--- config.mk ---
export PLATFORM = sky130hd
export DESIGN_NAME = sd_xfer_ctrl
export DESIGN_NICKNAME = d
export VERILOG_FILES = /design/src/rtl/sd_pkg.sv /design/src/rtl/sd_timeout_ctr.sv /design/src/rtl/sd_xfer_ctrl.sv
export SDC_FILE = /design/constraint.sdc
export NUM_CORES = 1
export LEC_CHECK = 0
export CORE_MARGIN = 2
export CORE_UTILIZATION = 24
export DETAILED_ROUTE_END_ITERATION = 6
export RECOVER_POWER = 100
export SYNTH_ARGS = -nofsm -noshare
export SYNTH_HDL_FRONTEND = slang
export SYNTH_SLANG_ARGS = --single-unit
--- constraint.sdc ---
create_clock -name sdclk_i -period 2.1 [get_ports sdclk_i]
set_clock_uncertainty 0.1 [all_clocks]
set_input_delay 0.42 -clock sdclk_i [delete_from_list [all_inputs] [get_ports sdclk_i]]
set_output_delay 0.42 -clock sdclk_i [all_outputs]
set_load 0.05 [all_outputs]
--- src/rtl/sd_pkg.sv ---
// Shared state encoding, error-bit positions and timer width for the SD
// data-transfer controller and its optional timeout counter.
package sd_pkg;

    localparam int TIMEOUT_W = 24;

    localparam int ERR_CRC     = 0;
    localparam int ERR_END_BIT = 1;
    localparam int ERR_TIMEOUT = 2;
    localparam int ERR_ABORT   = 3;

    typedef enum logic [2:0] {
        ST_IDLE,
        ST_ISSUE,
        ST_WAIT,
        ST_PAUSED,
        ST_DRAIN,
        ST_DONE
    } xfer_state_e;

endpackage

--- src/rtl/sd_timeout_ctr.sv ---
// Saturating DAT timeout counter; exists only when SD_XFER_TIMEOUT_EN is
// defined, so a default build carries no timer logic at all.
`ifdef SD_XFER_TIMEOUT_EN
module sd_timeout_ctr
    import sd_pkg::*;
(
    input  logic                 sdclk_i,
    input  logic                 rst_dat_i,
    input  logic                 start_i,
    input  logic                 clear_i,
    input  logic [TIMEOUT_W-1:0] limit_i,
    output logic                 trigger_o
);

    logic [TIMEOUT_W-1:0] count_q;
    logic                 armed_q;
    logic                 hit;

    // The trigger is seen in the very cycle the count matches, and that same
    // edge disarms, so the pulse is always exactly one cycle wide.
    assign hit       = armed_q && (count_q == limit_i);
    assign trigger_o = hit;

    always_ff @(posedge sdclk_i or posedge rst_dat_i) begin
        if (rst_dat_i) begin
            count_q <= '0;
            armed_q <= 1'b0;
        end else if (start_i) begin
            count_q <= '0;
            armed_q <= 1'b1;
        end else if (clear_i || hit) begin
            armed_q <= 1'b0;
        end else if (armed_q && (count_q != '1)) begin
            count_q <= count_q + 1'b1;
        end
    end

endmodule
`endif

--- src/rtl/sd_xfer_ctrl.sv ---
// Multi-block SD DAT transfer sequencer: issues blocks, pauses at gaps,
// handles abort/drain. Optional timer built when SD_XFER_TIMEOUT_EN is defined.
module sd_xfer_ctrl
    import sd_pkg::*;
(
    input  logic                 sdclk_i,
    input  logic                 rst_dat_i,
    input  logic                 start_i,
    input  logic                 dir_write_i,
    input  logic [15:0]          block_count_i,
    input  logic                 stop_at_gap_i,
    input  logic                 continue_i,
    input  logic                 abort_i,
    input  logic [TIMEOUT_W-1:0] timeout_cycles_i,
    output logic                 issue_read_o,
    output logic                 issue_write_o,
    input  logic                 transfer_complete_i,
    input  logic                 crc_error_i,
    input  logic                 end_bit_error_i,
    input  logic                 timeout_error_i,
    input  logic                 timeout_start_i,
    input  logic                 timeout_clear_i,
    output logic                 timeout_trigger_o,
    output logic                 busy_o,
    output logic                 paused_o,
    output logic                 done_o,
    output logic [15:0]          blocks_left_o,
    output logic [3:0]           err_o
);

    xfer_state_e state_q, state_d;
    logic [15:0] blocks_q, blocks_d;
    logic [3:0]  err_q, err_d;
    logic        dir_q, dir_d;
    logic        issue_q;
    logic [3:0]  status;

    always_ff @(posedge sdclk_i or posedge rst_dat_i) begin
        if (rst_dat_i) begin
            state_q  <= ST_IDLE;
            blocks_q <= '0;
            err_q    <= '0;
            dir_q    <= 1'b0;
            issue_q  <= 1'b0;
        end else begin
            state_q  <= state_d;
            blocks_q <= blocks_d;
            err_q    <= err_d;
            dir_q    <= dir_d;
            issue_q  <= (state_q == ST_ISSUE);
        end
    end

    // Status captured on a completion; abort shares the vector so a
    // coincident abort lands in err_o alongside the datapath errors.
    always_comb begin
        status              = '0;
        status[ERR_CRC]     = crc_error_i;
        status[ERR_END_BIT] = end_bit_error_i;
        status[ERR_TIMEOUT] = timeout_error_i;
        status[ERR_ABORT]   = abort_i;
    end

    always_comb begin
        state_d  = state_q;
        blocks_d = blocks_q;
        err_d    = err_q;
        dir_d    = dir_q;
        case (state_q)
            ST_IDLE: begin
                if (start_i) begin
                    dir_d    = dir_write_i;
                    blocks_d = block_count_i;
                    err_d    = '0;
                    state_d  = (block_count_i == '0) ? ST_DONE : ST_ISSUE;
                end
            end
            ST_ISSUE: begin
                if (abort_i) begin
                    err_d[ERR_ABORT] = 1'b1;
                    state_d          = ST_DRAIN;
                end else begin
                    state_d = ST_WAIT;
                end
            end
            ST_WAIT: begin
                if (transfer_complete_i) begin
                    err_d    = err_q | status;
                    blocks_d = blocks_q - 1'b1;
                    if ((status != '0) || (blocks_d == '0)) begin
                        state_d = ST_DONE;
                    end else if (stop_at_gap_i) begin
                        state_d = ST_PAUSED;
                    end else begin
                        state_d = ST_ISSUE;
                    end
                end else if (abort_i) begin
                    err_d[ERR_ABORT] = 1'b1;
                    state_d          = ST_DRAIN;
                end
            end
            ST_PAUSED: begin
                if (abort_i) begin
                    err_d[ERR_ABORT] = 1'b1;
                    state_d          = ST_DONE;
                end else if (continue_i) begin
                    state_d = ST_ISSUE;
                end
            end
            ST_DRAIN: begin
                if (transfer_complete_i) begin
                    state_d = ST_DONE;
                end
            end
            ST_DONE: state_d = ST_IDLE;
            default: state_d = ST_IDLE;
        endcase
    end

    // The issue strobe is registered, landing two cycles after the event
    // that scheduled the block; it fires even if ISSUE is aborted so DRAIN
    // always has a completion to wait for.
    assign issue_read_o  = issue_q && !dir_q;
    assign issue_write_o = issue_q && dir_q;
    assign busy_o        = (state_q != ST_IDLE);
    assign paused_o      = (state_q == ST_PAUSED);
    assign done_o        = (state_q == ST_DONE);
    assign blocks_left_o = blocks_q;
    assign err_o         = err_q;

`ifdef SD_XFER_TIMEOUT_EN
    sd_timeout_ctr u_timeout (
        .sdclk_i   (sdclk_i),
        .rst_dat_i (rst_dat_i),
        .start_i   (timeout_start_i),
        .clear_i   (timeout_clear_i),
        .limit_i   (timeout_cycles_i),
        .trigger_o (timeout_trigger_o)
    );
`else
    logic unused_timer;
    assign unused_timer      = ^{timeout_start_i, timeout_clear_i, timeout_cycles_i};
    assign timeout_trigger_o = 1'b0;
`endif

endmodule

Yosys cells after proc, flatten, opt, wreduce, memory -nomap -nowiden

Index checks and enable logic that the tools add are counted.

Memory bits (writable): 0
Bits of input ports: 53
Latch bits: 0
Bits in registers: 25
Memories: 0
ROM bits: 0
Word-level logic and storage cells: 54
Output and inout bits: 26

Add/subtract/negate cells: 1
Reductions and logical operators: 16
Multipliers: 0
$lt $le $gt $ge: 0
Div/mod/pow operators: 0
Bitwise logic cells: 1
Mux-type cells: 20
Equality and inequality tests: 10
Shift operators: 0

Operators with widths:

| kind                                                 | number |
|---|---|
| logical NOT 16 bit                                   | 2 |
| two-way mux 16 bit                                   | 2 |
| one-hot mux 16 bit (2 select lines)                  | 1 |
| two-way mux 3 bit                                    | 10 |
| subtractor 16 x 1 -> 16 bit (second input constant)  | 1 |
| one-hot mux 3 bit (5 select lines)                   | 1 |
| equality test 3 x 2 -> 1 bit (second input constant) | 2 |
| equality test 3 bit (second input constant)          | 2 |
| inequality test 2 bit (second input constant)        | 3 |
| inequality test 3 bit (second input constant)        | 2 |
| one-hot mux 3 bit (2 select lines)                   | 1 |
| nonzero test 3 bit                                   | 2 |
| two-way mux 4 bit                                    | 1 |
| OR 4 bit                                             | 1 |
| AND reduction 2 bit                                  | 2 |
| AND reduction 4 bit                                  | 1 |
| nonzero test 4 bit                                   | 1 |
| equality test 3 x 1 -> 1 bit (second input constant) | 1 |
| logical NOT 3 bit                                    | 1 |
| one-hot mux 1 bit (3 select lines)                   | 1 |
| AND reduction 3 bit                                  | 1 |
| logical AND 1 bit                                    | 2 |
| two-way mux 1 bit                                    | 2 |
| two-way mux 2 bit                                    | 1 |
| other kinds (4)                                      | 4 |

Longest topological paths before layout

Depth in word-level cells: 6
Mapped depth: 8
Gate-level depth less buffers: 8

Least setup slack after synthesis

No wires, ideal clock.

Kind: register to register
Start: register blocks_q[1] (netlist: blocks_left_o[1])
End: register state_q[2]
Data required time: 1,874 ps
Arrival time: 2,144 ps
Path buffers: 0
Stages on the path, launching flop included: 9
Clock period less this slack: 2,370 ps
Slack: -270 ps
Cell sequence: dfrtp_1 inv_1 ha_1 nor3b_4 nand4_2 xor2_1 o2111ai_2 o21ai_2 a221o_1

Cells in the longest elaborated chain, start to end: 6

Ends and longest elaborated chain:

| item                               | RTL line           | RTL |
|---|---|---|
| start: declaration                 | sd_xfer_ctrl.sv:32 | `logic [15:0] blocks_q, blocks_d;` |
| start signal: assignment           | sd_xfer_ctrl.sv:47 | `blocks_q <= blocks_d;` |
| subtractor 16 x 1 -> 16 bit        | sd_xfer_ctrl.sv:89 | `blocks_d = blocks_q - 1'b1;` |
| logical NOT 16 bit                 | sd_xfer_ctrl.sv:90 | `if ((status != '0) \|\| (blocks_d == '0)) begin` |
| logical OR 1 bit                   | sd_xfer_ctrl.sv:90 |  |
| two-way mux 3 bit                  | sd_xfer_ctrl.sv:90 |  |
| two-way mux 3 bit                  | sd_xfer_ctrl.sv:87 | `if (transfer_complete_i) begin` |
| one-hot mux 3 bit (5 select lines) | sd_xfer_ctrl.sv:69 | `case (state_q)` |
| end signal: assignment             | sd_xfer_ctrl.sv:46 | `state_q <= state_d;` |
| end: declaration                   | sd_xfer_ctrl.sv:31 | `xfer_state_e state_q, state_d;` |

Every way passes these cells.
A chain may end at the register's enable or synchronous reset.

Worst setup path in the final report

Start: input block_count_i[4]
End: register state_q[2]

Cells in the longest elaborated chain, start to end: 4

Ends and longest elaborated chain:

| item                               | RTL line           | RTL |
|---|---|---|
| start: declaration                 | sd_xfer_ctrl.sv:10 | `input logic [15:0] block_count_i,` |
| logical NOT 16 bit                 | sd_xfer_ctrl.sv:75 | `state_d = (block_count_i == '0) ? ST_DONE : ST_ISSUE;` |
| two-way mux 3 bit                  | sd_xfer_ctrl.sv:75 |  |
| two-way mux 3 bit                  | sd_xfer_ctrl.sv:71 | `if (start_i) begin` |
| one-hot mux 3 bit (5 select lines) | sd_xfer_ctrl.sv:69 |  |

Every way passes these cells. The select of a mux whose other input is x is not followed.

==> impl_summary.md <==
Outcome
The run finished with clean final reports.

Worst setup path
The setup path with the least slack is of type in -> reg. The data required time at the worst endpoint is 2.22 ns. The largest fanout of any net on the critical path is 2.

On the worst path, the slowest cell contributes a delay of around 0.44 ns. The signal on the critical path passes through clkdlybuf4s50_1 -> nor4_1 -> nand2_1 -> o31a_1 -> a2111oi_2 -> a221o_1. The startpoint of the worst register-to-register path is blocks_left_o[0]. The setup check on the worst reg-to-reg path leaves a slack of 0.09 ns. The number of cells on the worst reg-to-reg path is 8. The worst setup path is captured at a register. The data arrival time at the worst-slack endpoint is 2.19 ns. The startpoint class of the critical path is a primary input. The number of buffer and inverter instances along the worst setup path is 1. The cell at the slowest stage of the critical path is sky130_fd_sc_hd__nor4_1. The family of cells with the greatest summed delay on the critical path is compound AO/OA/AOI/OAI gates. The critical path startpoint is block_count_i[4]. The worst register-to-register path ends at state_q[2].

Synth
The post-synth net total is 264. For this run, the number of Yosys warnings is 0. Synthesis inferred 25 register bits. In this run, distinct cell masters in the synthesized netlist total 49. The synthesized area divided by synthesized cell count is roughly 8 sq um. The most used flip-flop cell after synthesis is sky130_fd_sc_hd__dfrtp_1. The synthesized instance count is 209. Of the synthesized area, sequential elements account for 0.367. The synthesized design contains 0 enable-type register cells. For this run, asynchronously set or reset flops after synthesis account for 1.00. The cell area after technology mapping is between 1500 and 2000 sq um.

Clocking
In this run the number of H-tree levels came out at 1. The CTS tree is built. The maximum clock path buffer count is 2.

The register clock-pin slew on the reported worst setup and hold paths is ~0.09 ns. The number of clock buffers added by TritonCTS is 3. The tree built by TritonCTS fans out to 25 sinks. The clock insertion delay at the later pin of the skew report is 0.27 ns. The buffer type at the clock tree root is sky130_fd_sc_hd__clkbuf_8. The hold-fix buffer count after cts is 0.

Min path
The min-delay analysis places its worst path in the category reg -> reg. The worst hold path depth is 2. The start point of the worst min-delay path is err_o[2].

The end of the worst hold path is err_o[2].

Pwr
The standby leakage power is 1.09 nW. The total power of the final layout is between 3 and 4 mW. IR analysis of the VDD net gives a maximum drop of between 500 and 600 uV. Dividing total power by cell area gives a power density of about 1500 nW/um^2.

Route
The wire length per cell after detailed routing is 14.2 microns. The remaining antenna violation count is 0. The number of DRC markers in iteration 0 is 170. The routed via count is 1894. The number of search-and-repair iterations in the first detailed-routing pass is 4.

In the routed design, unresolved DRC markers number 0. The via density per instance is 4.89. For this block, the routed nets add up to 5500 microns of wire.

Finish
0 antenna diodes ended up in the layout. The net count of the finished layout is roughly 350. The final standard cell area without fillers is 2640 sq um.

Leaving out filler cells and counting taps, the final layout contains a little under 400. The post-layout utilization of the core is 0.387. The layout overhead on the synthesized area is 54.8%. Of the cells placed in the final design, the portion with a size suffix greater than 1 is 0.289.

Floorplanning
In this run the horizontal extent of the chip is 88.3 microns. The die covers 7800 sq um. The starting density of the core is 0.250. The site row count is 30. The total area inside the core boundary comes to roughly 7000 sq um. For this design the top-level I/O count stands at 79. The height of the chip is 88.3 microns.

Placed design
The number of port buffers is between 50 and 60. The number of cells in the design after placement is 382. The congestion estimate from routability-driven global placement came to 0.834. The cell area after placement is ~2600 sq um. Once detailed placement completed, the half-perimeter wirelength came to slightly above 4000 microns.

The pre-CTS worst setup slack is -0.277 ns.

Timing
The final worst setup slack is 0.0246 ns. For the pin with the worst max-slew slack, the measured transition is 0.677 ns. The count of endpoints failing hold in the final timing report is 0. For the final routed database, the setup TNS stands at 0 ns. The fraction of the cycle the final worst path needs is 0.988. Static timing analysis puts the maximum clock frequency at 482 MHz.

The final hold slack is slightly above 0.4 ns. The number of setup violations in the final report is 0. The final max-slew violation count is 0.

Subtracting the final worst setup slack from the clock period gives 2.08 ns. Setup repair after global routing could not meet its margin everywhere. The headroom to the max-slew limit is 0.549.

GRT
The number of global-route vias before repair is 1788. The first global-routing pass estimated about 8600 microns of wire. Summed over all layers, the global routing overflow is 0. For this run, the total global-route usage over all layers was measured as 0.142. Entering global routing, the biggest net connects 26 pins. The initial antenna violation count was 0.

Run
Across the run, the number of max-cap violations was 0.
how the worst max path moves through the flow:
stage            endpoint  slack, ns  cells after the start
4_1_cts        state_q[2]       0.02                      6
5_1_grt        state_q[2]      -0.03                      8
6_report       state_q[2]       0.02                      6
3_3_place_gp   state_q[2]      -0.21                      6
2_1_floorplan  state_q[2]      -0.05                      6
3_5_place_dp   state_q[2]      -0.28                      6
cells by family (layout without fill, tap and decap cells):
logic type	count (synthesis)	after routing	synth area share
AOI/OAI and AO/OA	68	68	0.251
xor gates and xnor gates	3	3	0.0154
adders and majority gates	2	2	0.0147
buffers and inverters	19	101	0.0484
DFF	25	25	0.367
muxes	1	1	0.00660
other	1	1	0.00220
and+or+nand+nor	90	90	0.295
worst reg2reg max path, cell delays in order (launching register included):
cell and delay [ns]:
sky130_fd_sc_hd__dfrtp_2 0.46, sky130_fd_sc_hd__inv_2 0.08, sky130_fd_sc_hd__ha_4 0.12, sky130_fd_sc_hd__nor3b_4 0.30, sky130_fd_sc_hd__o211a_1 0.22, sky130_fd_sc_hd__nor3_2 0.04
sky130_fd_sc_hd__o22ai_2 0.19, sky130_fd_sc_hd__o21ai_2 0.09, sky130_fd_sc_hd__a221o_1 0.29
flip-flops by register name, indices dropped and copies added, names as in the netlist:
register / cells
blocks_left_o: 16
err_o: 4
state_q: 3
dir_q: 1
issue_q: 1
synthesized netlist by cell type, types with 3 or more instances:
cell type	number	area [sq um]
sky130_fd_sc_hd__a22oi_1	7	52.6
sky130_fd_sc_hd__dfrtp_1	25	626
sky130_fd_sc_hd__and3_1	3	18.8
sky130_fd_sc_hd__a21oi_1	20	100
sky130_fd_sc_hd__nand2_1	25	93.8
sky130_fd_sc_hd__nor3_1	8	40.0
sky130_fd_sc_hd__nor2_1	20	75.1
sky130_fd_sc_hd__nor4_1	6	37.5
sky130_fd_sc_hd__clkbuf_1	7	26.3
sky130_fd_sc_hd__a31oi_1	3	18.8
sky130_fd_sc_hd__nand3_1	6	30.0
sky130_fd_sc_hd__buf_2	3	15.0
sky130_fd_sc_hd__inv_1	7	26.3
sky130_fd_sc_hd__o32ai_1	3	26.3
sky130_fd_sc_hd__o21ai_0	22	110
power by group:
| group | internal [mW] | total [mW] | leakage [nW] | switching, mW |
|---|---|---|---|---|
| clock network | 0.136 | 0.301 | 0.0228 | 0.165 |
| logic | 0.968 | 2.57 | 0.758 | 1.60 |
| registers | 0.702 | 0.993 | 0.305 | 0.291 |
| total | 1.81 | 3.87 | 1.09 | 2.06 |
layout by cell type (no fill, tap or decap), types with 2 or more instances in the layout:
cell / n
sky130_fd_sc_hd__clkbuf_8: 3
sky130_fd_sc_hd__buf_4: 49
sky130_fd_sc_hd__nand3b_1: 2
sky130_fd_sc_hd__a22oi_1: 7
sky130_fd_sc_hd__a31oi_1: 3
sky130_fd_sc_hd__o32ai_1: 3
sky130_fd_sc_hd__clkdlybuf4s50_1: 29
sky130_fd_sc_hd__nor2_2: 2
sky130_fd_sc_hd__or3_1: 2
sky130_fd_sc_hd__dfrtp_1: 22
sky130_fd_sc_hd__a21oi_1: 20
sky130_fd_sc_hd__o21ai_0: 22
sky130_fd_sc_hd__nor4_1: 4
sky130_fd_sc_hd__nand3_1: 6
sky130_fd_sc_hd__nor3_1: 6
sky130_fd_sc_hd__nand2_1: 25
sky130_fd_sc_hd__nor4_2: 2
sky130_fd_sc_hd__and2_1: 2
sky130_fd_sc_hd__nand4_1: 2
sky130_fd_sc_hd__nor4_4: 2
sky130_fd_sc_hd__buf_12: 4
sky130_fd_sc_hd__nor2b_1: 2
sky130_fd_sc_hd__nor2_1: 19
sky130_fd_sc_hd__and3_1: 3
sky130_fd_sc_hd__xor2_1: 2
sky130_fd_sc_hd__dfrtp_2: 3
sky130_fd_sc_hd__clkbuf_1: 7
sky130_fd_sc_hd__nor3_2: 3
sky130_fd_sc_hd__inv_1: 5
layout make-up:
type                            instances  area, sq um
Timing Repair Buffer                   90          776
Tap cell                               96          120
Multi-Input combinational cell        165         1040
Fill cell                             723         4190
Inverter                                7         28.8
Sequential cell                        25          629
Clock buffer                            4         45.0
layer usage:
layer / global-route usage / vias to the layer above / wire length [microns]
met1: 0.197 / 903 / 2530
met3: 0.0140 / 8 / 264
met4: 0.0592 / 0 / 119
met2: 0.226 / 52 / 2590
met5: 0 / - / 0
li1: - / 931 / -
timing repair:
| item | in CTS | in global routing |
|---|---|---|
| gates resized for setup | 0 | 6 |
| hold endpoints to repair | 0 | 0 |
| endpoints found under the setup margin | 0 | 3 |
| setup buffers | 0 | 1 |
No activity file was read; power rests on OpenSTA's default activity.
